[src/rtl/inner_dot_vec_mac.sv]
// Streaming signed dot-product MAC: LANES products per beat, VEC_BEATS beats per
// vector, then round/shift, optional ReLU and saturation into a held output register.
module inner_dot_vec_mac #(
  parameter int DATA_W    = 8,
  parameter int LANES     = 3,
  parameter int VEC_BEATS = 3,
  parameter int SUM_WIDTH = 20,
  parameter int SHIFT     = 8,
  parameter int OUT_W     = 8
) (
  input  logic                        clk,
  input  logic                        rst_n,
  input  logic                        clr,
  input  logic                        in_valid,
  output logic                        in_ready,
  input  logic [LANES*DATA_W-1:0]     data,
  input  logic [LANES*DATA_W-1:0]     weight,
  input  logic                        rnd,
  input  logic                        relu,
  output logic                        out_valid,
  input  logic                        out_ready,
  output logic signed [SUM_WIDTH-1:0] sum_raw,
  output logic signed [OUT_W-1:0]     ans,
  output logic                        sat
);

  localparam int CNT_W = (VEC_BEATS > 1) ? $clog2(VEC_BEATS) : 1;
  localparam logic [CNT_W-1:0] LAST_CNT = CNT_W'(VEC_BEATS - 1);
  localparam int QW = SUM_WIDTH + 1;
  localparam logic signed [QW-1:0] RND_BIAS = QW'(64'sd1 <<< (SHIFT - 1));
  localparam logic signed [QW-1:0] OUT_MAX  = QW'((64'sd1 <<< (OUT_W - 1)) - 64'sd1);
  localparam logic signed [QW-1:0] OUT_MIN  = QW'(-(64'sd1 <<< (OUT_W - 1)));

  if (SUM_WIDTH < 2*DATA_W + $clog2(LANES*VEC_BEATS)) begin : g_sum_width_check
    $error("inner_dot_vec_mac: SUM_WIDTH too narrow for DATA_W, LANES and VEC_BEATS");
  end
  if (SHIFT < 1 || SHIFT > SUM_WIDTH - 1) begin : g_shift_check
    $error("inner_dot_vec_mac: SHIFT must lie in 1..SUM_WIDTH-1");
  end

  function automatic logic signed [SUM_WIDTH-1:0] lane_prod(
    input logic [DATA_W-1:0] a,
    input logic [DATA_W-1:0] b
  );
    logic signed [2*DATA_W-1:0] ea;
    logic signed [2*DATA_W-1:0] eb;
    logic signed [2*DATA_W-1:0] p;
    ea = (2*DATA_W)'($signed(a));
    eb = (2*DATA_W)'($signed(b));
    p  = ea * eb;
    return SUM_WIDTH'(p);
  endfunction

  logic [CNT_W-1:0]            cnt_q, cnt_d;
  logic                        s1_valid_q, s1_valid_d;
  logic                        s1_first_q, s1_first_d;
  logic                        s1_last_q, s1_last_d;
  logic                        s1_rnd_q, s1_rnd_d;
  logic                        s1_relu_q, s1_relu_d;
  logic signed [SUM_WIDTH-1:0] s1_sum_q, s1_sum_d;
  logic signed [SUM_WIDTH-1:0] acc_q, acc_d;
  logic                        out_valid_q, out_valid_d;
  logic signed [SUM_WIDTH-1:0] sum_raw_q, sum_raw_d;
  logic signed [OUT_W-1:0]     ans_q, ans_d;
  logic                        sat_q, sat_d;

  logic signed [SUM_WIDTH-1:0] beat_sum_s;
  logic signed [SUM_WIDTH-1:0] total_s;
  logic signed [QW-1:0]        biased_s;
  logic signed [QW-1:0]        q_s;
  logic signed [QW-1:0]        q_relu_s;
  logic signed [OUT_W-1:0]     ans_s;
  logic                        sat_s;
  logic                        stall_s;
  logic                        accept_s;
  logic                        s2_fire_s;
  logic                        load_s;

  // Lane products of the presented beat, summed at full accumulator width.
  always_comb begin
    beat_sum_s = '0;
    for (int i = 0; i < LANES; i++) begin
      beat_sum_s = beat_sum_s + lane_prod(data[i*DATA_W +: DATA_W], weight[i*DATA_W +: DATA_W]);
    end
  end

  // Running total and requantisation of the vector that stage 1 is completing.
  always_comb begin
    if (s1_first_q) begin
      total_s = s1_sum_q;
    end else begin
      total_s = acc_q + s1_sum_q;
    end
    if (s1_rnd_q) begin
      biased_s = QW'(total_s) + RND_BIAS;
    end else begin
      biased_s = QW'(total_s);
    end
    q_s = biased_s >>> SHIFT;
    if (s1_relu_q && q_s[QW-1]) begin
      q_relu_s = '0;
    end else begin
      q_relu_s = q_s;
    end
    if (q_relu_s > OUT_MAX) begin
      ans_s = OUT_MAX[OUT_W-1:0];
      sat_s = 1'b1;
    end else if (q_relu_s < OUT_MIN) begin
      ans_s = OUT_MIN[OUT_W-1:0];
      sat_s = 1'b1;
    end else begin
      ans_s = q_relu_s[OUT_W-1:0];
      sat_s = 1'b0;
    end
  end

  // Handshake, stall and next-state for the beat pipe, accumulator and output register.
  always_comb begin
    stall_s   = s1_valid_q & s1_last_q & out_valid_q & ~out_ready;
    accept_s  = in_valid & ~stall_s & ~clr;
    s2_fire_s = s1_valid_q & ~stall_s & ~clr;
    load_s    = s2_fire_s & s1_last_q;

    cnt_d       = cnt_q;
    s1_valid_d  = s1_valid_q;
    s1_first_d  = s1_first_q;
    s1_last_d   = s1_last_q;
    s1_rnd_d    = s1_rnd_q;
    s1_relu_d   = s1_relu_q;
    s1_sum_d    = s1_sum_q;
    acc_d       = acc_q;
    out_valid_d = out_valid_q;
    sum_raw_d   = sum_raw_q;
    ans_d       = ans_q;
    sat_d       = sat_q;

    if (clr) begin
      cnt_d      = '0;
      s1_valid_d = 1'b0;
      acc_d      = '0;
    end else if (!stall_s) begin
      s1_valid_d = accept_s;
      if (accept_s) begin
        s1_sum_d   = beat_sum_s;
        s1_first_d = (cnt_q == '0);
        s1_last_d  = (cnt_q == LAST_CNT);
        s1_rnd_d   = rnd;
        s1_relu_d  = relu;
        if (cnt_q == LAST_CNT) begin
          cnt_d = '0;
        end else begin
          cnt_d = cnt_q + CNT_W'(1);
        end
      end else begin
        cnt_d = cnt_q;
      end
      if (s2_fire_s) begin
        if (s1_last_q) begin
          acc_d = '0;
        end else begin
          acc_d = total_s;
        end
      end else begin
        acc_d = acc_q;
      end
    end else begin
      cnt_d = cnt_q;
    end

    // A new result may replace the one being consumed on the same edge.
    if (load_s) begin
      out_valid_d = 1'b1;
      sum_raw_d   = total_s;
      ans_d       = ans_s;
      sat_d       = sat_s;
    end else if (out_ready) begin
      out_valid_d = 1'b0;
    end else begin
      out_valid_d = out_valid_q;
    end
  end

  // State registers.
  always_ff @(posedge clk or negedge rst_n) begin
    if (!rst_n) begin
      cnt_q       <= '0;
      s1_valid_q  <= 1'b0;
      s1_first_q  <= 1'b0;
      s1_last_q   <= 1'b0;
      s1_rnd_q    <= 1'b0;
      s1_relu_q   <= 1'b0;
      s1_sum_q    <= '0;
      acc_q       <= '0;
      out_valid_q <= 1'b0;
      sum_raw_q   <= '0;
      ans_q       <= '0;
      sat_q       <= 1'b0;
    end else begin
      cnt_q       <= cnt_d;
      s1_valid_q  <= s1_valid_d;
      s1_first_q  <= s1_first_d;
      s1_last_q   <= s1_last_d;
      s1_rnd_q    <= s1_rnd_d;
      s1_relu_q   <= s1_relu_d;
      s1_sum_q    <= s1_sum_d;
      acc_q       <= acc_d;
      out_valid_q <= out_valid_d;
      sum_raw_q   <= sum_raw_d;
      ans_q       <= ans_d;
      sat_q       <= sat_d;
    end
  end

  assign in_ready  = ~stall_s;
  assign out_valid = out_valid_q;
  assign sum_raw   = sum_raw_q;
  assign ans       = ans_q;
  assign sat       = sat_q;

endmodule

[config.mk]
export PLATFORM = sky130hd
export DESIGN_NAME = inner_dot_vec_mac
export DESIGN_NICKNAME = d
export VERILOG_FILES = /design/src/rtl/inner_dot_vec_mac.sv
export SDC_FILE = /design/constraint.sdc
export NUM_CORES = 1
export LEC_CHECK = 0
export BUFFER_PORTS_ARGS = -buffer_cell sky130_fd_sc_hd__buf_2
export CAP_MARGIN = 20
export CELL_PAD_IN_SITES_DETAIL_PLACEMENT = 1
export CELL_PAD_IN_SITES_GLOBAL_PLACEMENT = 1
export CORE_AREA = 2 2 145 204
export CTS_BUF_LIST = sky130_fd_sc_hd__clkbuf_4
export DETAILED_ROUTE_END_ITERATION = 7
export DIE_AREA = 0 0 147 206
export PLACE_DENSITY_LB_ADDON = 0.1
export RECOVER_POWER = 100
export SYNTH_ARGS = -nofsm -noshare
export SYNTH_HDL_FRONTEND = slang
export SYNTH_SLANG_ARGS = --single-unit
[constraint.sdc]
create_clock -name clk -period 3.55 [get_ports clk]
set_input_delay 0.71 -clock clk [delete_from_list [all_inputs] [get_ports clk]]
set_output_delay 0.71 -clock clk [all_outputs]
set_load 0.02 [all_outputs]
==> impl_metrics.csv <==
group,metric,value,unit
critical_path,r2r_slack,-0.58,ns
status,status,"finished, violations left",
timing,slew_viol_final,76,
die,num_rows,74,
placed_design,io_buffer_count,85,
synthesis,avgSynthCellArea,9.28,sq um
drt,ant_nets,0,
die,start_util,44.0,%
synthesis,synthesis.nets,1745,
critical_path,r2r_end,"sat$_DFFE_PN0P_",
drt,drc,0,
synthesis,ys_seq_area_share,14.8,%
timing,fmax,0.162,GHz
synthesis,async_reset_ff_share,100,%
cells_and_area,syn2layout_area_growth,25.6,%
critical_path,required,3.92,ns
critical_path,reg2regPathDepth,14,
die,die_x,147,um
synthesis,syn_inst,1362,
cells_and_area,final_common_cell,"inv_1",
global_routing,grt_pass1_vias,11900,
synthesis,synth_largest_area_cell,"fa_1",
critical_path,startpoint_type,"input port",
timing,fin_skew,0.0223,ns
drt,wl_per_cell,17.8,um
global_routing,grt_pass1_wl,58500,um
global_routing,grtUsageTotal,24.7,%
critical_path,arrival,6.53,ns
placed_design,gp_congestion,0.869,
cells_and_area,final_nets,2017,
drt,first_iter_violations,181,
global_routing,grt_max_degree,76,
die,die_area,30300,sq um
synthesis,synth_area,12600,sq um
critical_path,crit_fanout,5,
critical_path,slowest_delay,0.56,ns
synthesis,ys_types,67,
critical_path,crit_end,"s1_sum_q[15]$_DFFE_PN0P_",
cells_and_area,drive_above_1_share,25.0,%
clock_tree,path_clk_slew,0.14,ns
run,cap_violations,1,
global_routing,grt_overflow,0,
timing,rsz0062_at_grt,"yes",
critical_path,slowest_stage,"fa_1",
cells_and_area,layout_common_cells,"inv_1 (269), fa_1 (229), buf_4 (195), nand2_1 (171), and2_1 (85)",
clock_tree,htree_levels,3,
cells_and_area,stdcell_count,2020,
die,core_area,28700,sq um
synthesis,ys_ff_latch,75,
critical_path,worstSetupStartpoint,"weight[4]",
clock_tree,cts_root_buffer,"clkbuf_4",
timing,hold_violations,0,
drt,route.vias.total,10200,
timing,setup_viol,24,
timing,period_share,174,%
drt,firstDrtPassIters,4,
timing,slew_headroom,-27.5,%
critical_path,cp-end-kind,"flip-flop",
status,violations,"capacitance limit, slew limit, setup timing",
placed_design,place_hpwl,30900,um
global_routing,antenna_found_initial,2,
placed_design,dp_slack,-3.22,ns
timing,tightest_slew,1.91,ns
clock_tree,clockBufferDepth,2,
synthesis,ys.flop_type,"dfrtp_1",
critical_path,r2r_start,"acc_q[3]$_DFFE_PN0P_",
synthesis,ys_warn_count,0,
timing,fin_ws,-2.61,ns
synthesis,synth_top_area_share,37.2,%
placed_design,dp_cells,1980,
worst_hold_path,hold_path.class,"input port to flip-flop",
drt,post_drt_via_cell_ratio,5.03,
clock_tree,cts_made_buffers,9,
timing,finalCriticalPeriod,6.16,ns
drt,wirelength,36000,um
clock_tree,cts_tree,"done",
critical_path,critical_path_class,"input port to flip-flop",
critical_path,crit_path_frequent_cell,"fa_1",
die,io_pins,86,
synthesis,synth-edff-count,0,
synthesis,synth_top_cells_by_area,"fa_1 (37%), dfrtp_1 (15%), ha_1 (9.2%)",
clock_tree,insertion_delay,0.48,ns
die,dieHeight,206,um
clock_tree,cts.sinks,75,
-- worst max-delay path: cells and delay by family --
family	cells	cell delay, ns
and+or+nand+nor	2	0.19
AOI/OAI and AO/OA	8	1.07
buffers and inverters	8	0.57
xor gates and xnor gates	1	0.13
adders and majority gates	8	3.86
-- cell usage after synthesis (11+ instances only) --
library cell,instances
inv_1,287
fa_1,235
nand2_1,180
and2_1,103
ha_1,93
dfrtp_1,75
o21ai_0,61
nor2_1,43
a21oi_1,30
xnor2_1,28
clkbuf_1,26
nand3_1,18
nor3_1,14
a21o_1,11
-- worst min-delay path by stage --
stage	startpoint	endpoint	slack [ns]	cells past startpoint
3_3_place_gp	sum_raw[10]$_DFFE_PN0P_	sum_raw[10]$_DFFE_PN0P_	0.46	2
6_report	in_valid	s1_valid_q$_DFFE_PN0P_	0.45	3
5_1_grt	in_valid	s1_valid_q$_DFFE_PN0P_	0.44	3
3_5_place_dp	sum_raw[9]$_DFFE_PN0P_	sum_raw[9]$_DFFE_PN0P_	0.46	2
4_1_cts	rst_n	sum_raw[18]$_DFFE_PN0P_	0.35	1
2_1_floorplan	rst_n	acc_q[0]$_DFFE_PN0P_	0.41	0
-- metal layers --
layer  GRT usage, %  share of wire [%]  routed length (um)
met1           25.4                 36               13100
met3           2.27                1.8                 643
met4           7.01                2.3                 814
met2           51.9                 60               21400
met5              0              0.036                  13
-- flip-flops by register name, indices dropped and copies added (netlist names) --
name	flops
acc_q	20
sum_raw	20
s1_sum_q	18
ans	8
cnt_q	2
out_valid	1
s1_first_q	1
s1_last_q	1
s1_relu_q	1
s1_rnd_q	1
s1_valid_q	1
sat	1
-- per-stage QoR --
step | util (%) | cell area (sq um) | TNS (ns) | hold WS [ns]
5_1_grt | 55.3 | 15900 | -38.84 | 0.441
6_report | 55.3 | 15900 | -34.76 | 0.450
3_3_place_gp | 52.1 | 15000 | -38.03 | 0.456
2_1_floorplan | - | 12800 | -30.16 | 0.414
3_5_place_dp | 52.1 | 15000 | -40.49 | 0.460
4_1_cts | 55.2 | 15800 | -29.86 | 0.351
-- cell families after synthesis --
logic type      after synthesis  synth area share, %
compound gates              177                 9.29
xor+xnor                     38                 2.63
fa+ha+maj                   328                 46.4
buf+inv                     320                 9.54
flops                        75                 14.8
mux                          16                 1.36
simple gates                408                 15.9
-- area by class of cell --
class / instances / area (sq um)
inverter: 288 / 1090
antenna: 1 / 2.50
tap: 380 / 475
fill: 3356 / 12800
timing repair buffer: 293 / 2200
clock inverter: 6 / 41.3
sequential: 75 / 1880
clock buffer: 10 / 75.1
multi-input combinational: 967 / 10100
-- what timing repair did --
item,in CTS,in global routing
setup buffers,25,15
pin swaps,80,58
endpoints found under the setup margin,23,24
hold buffers,0,0
resized for setup,160,52
Power is left out: the tool's default activity adds up to more than one toggle a clock period on the data nets, which glitch-free logic cannot reach.
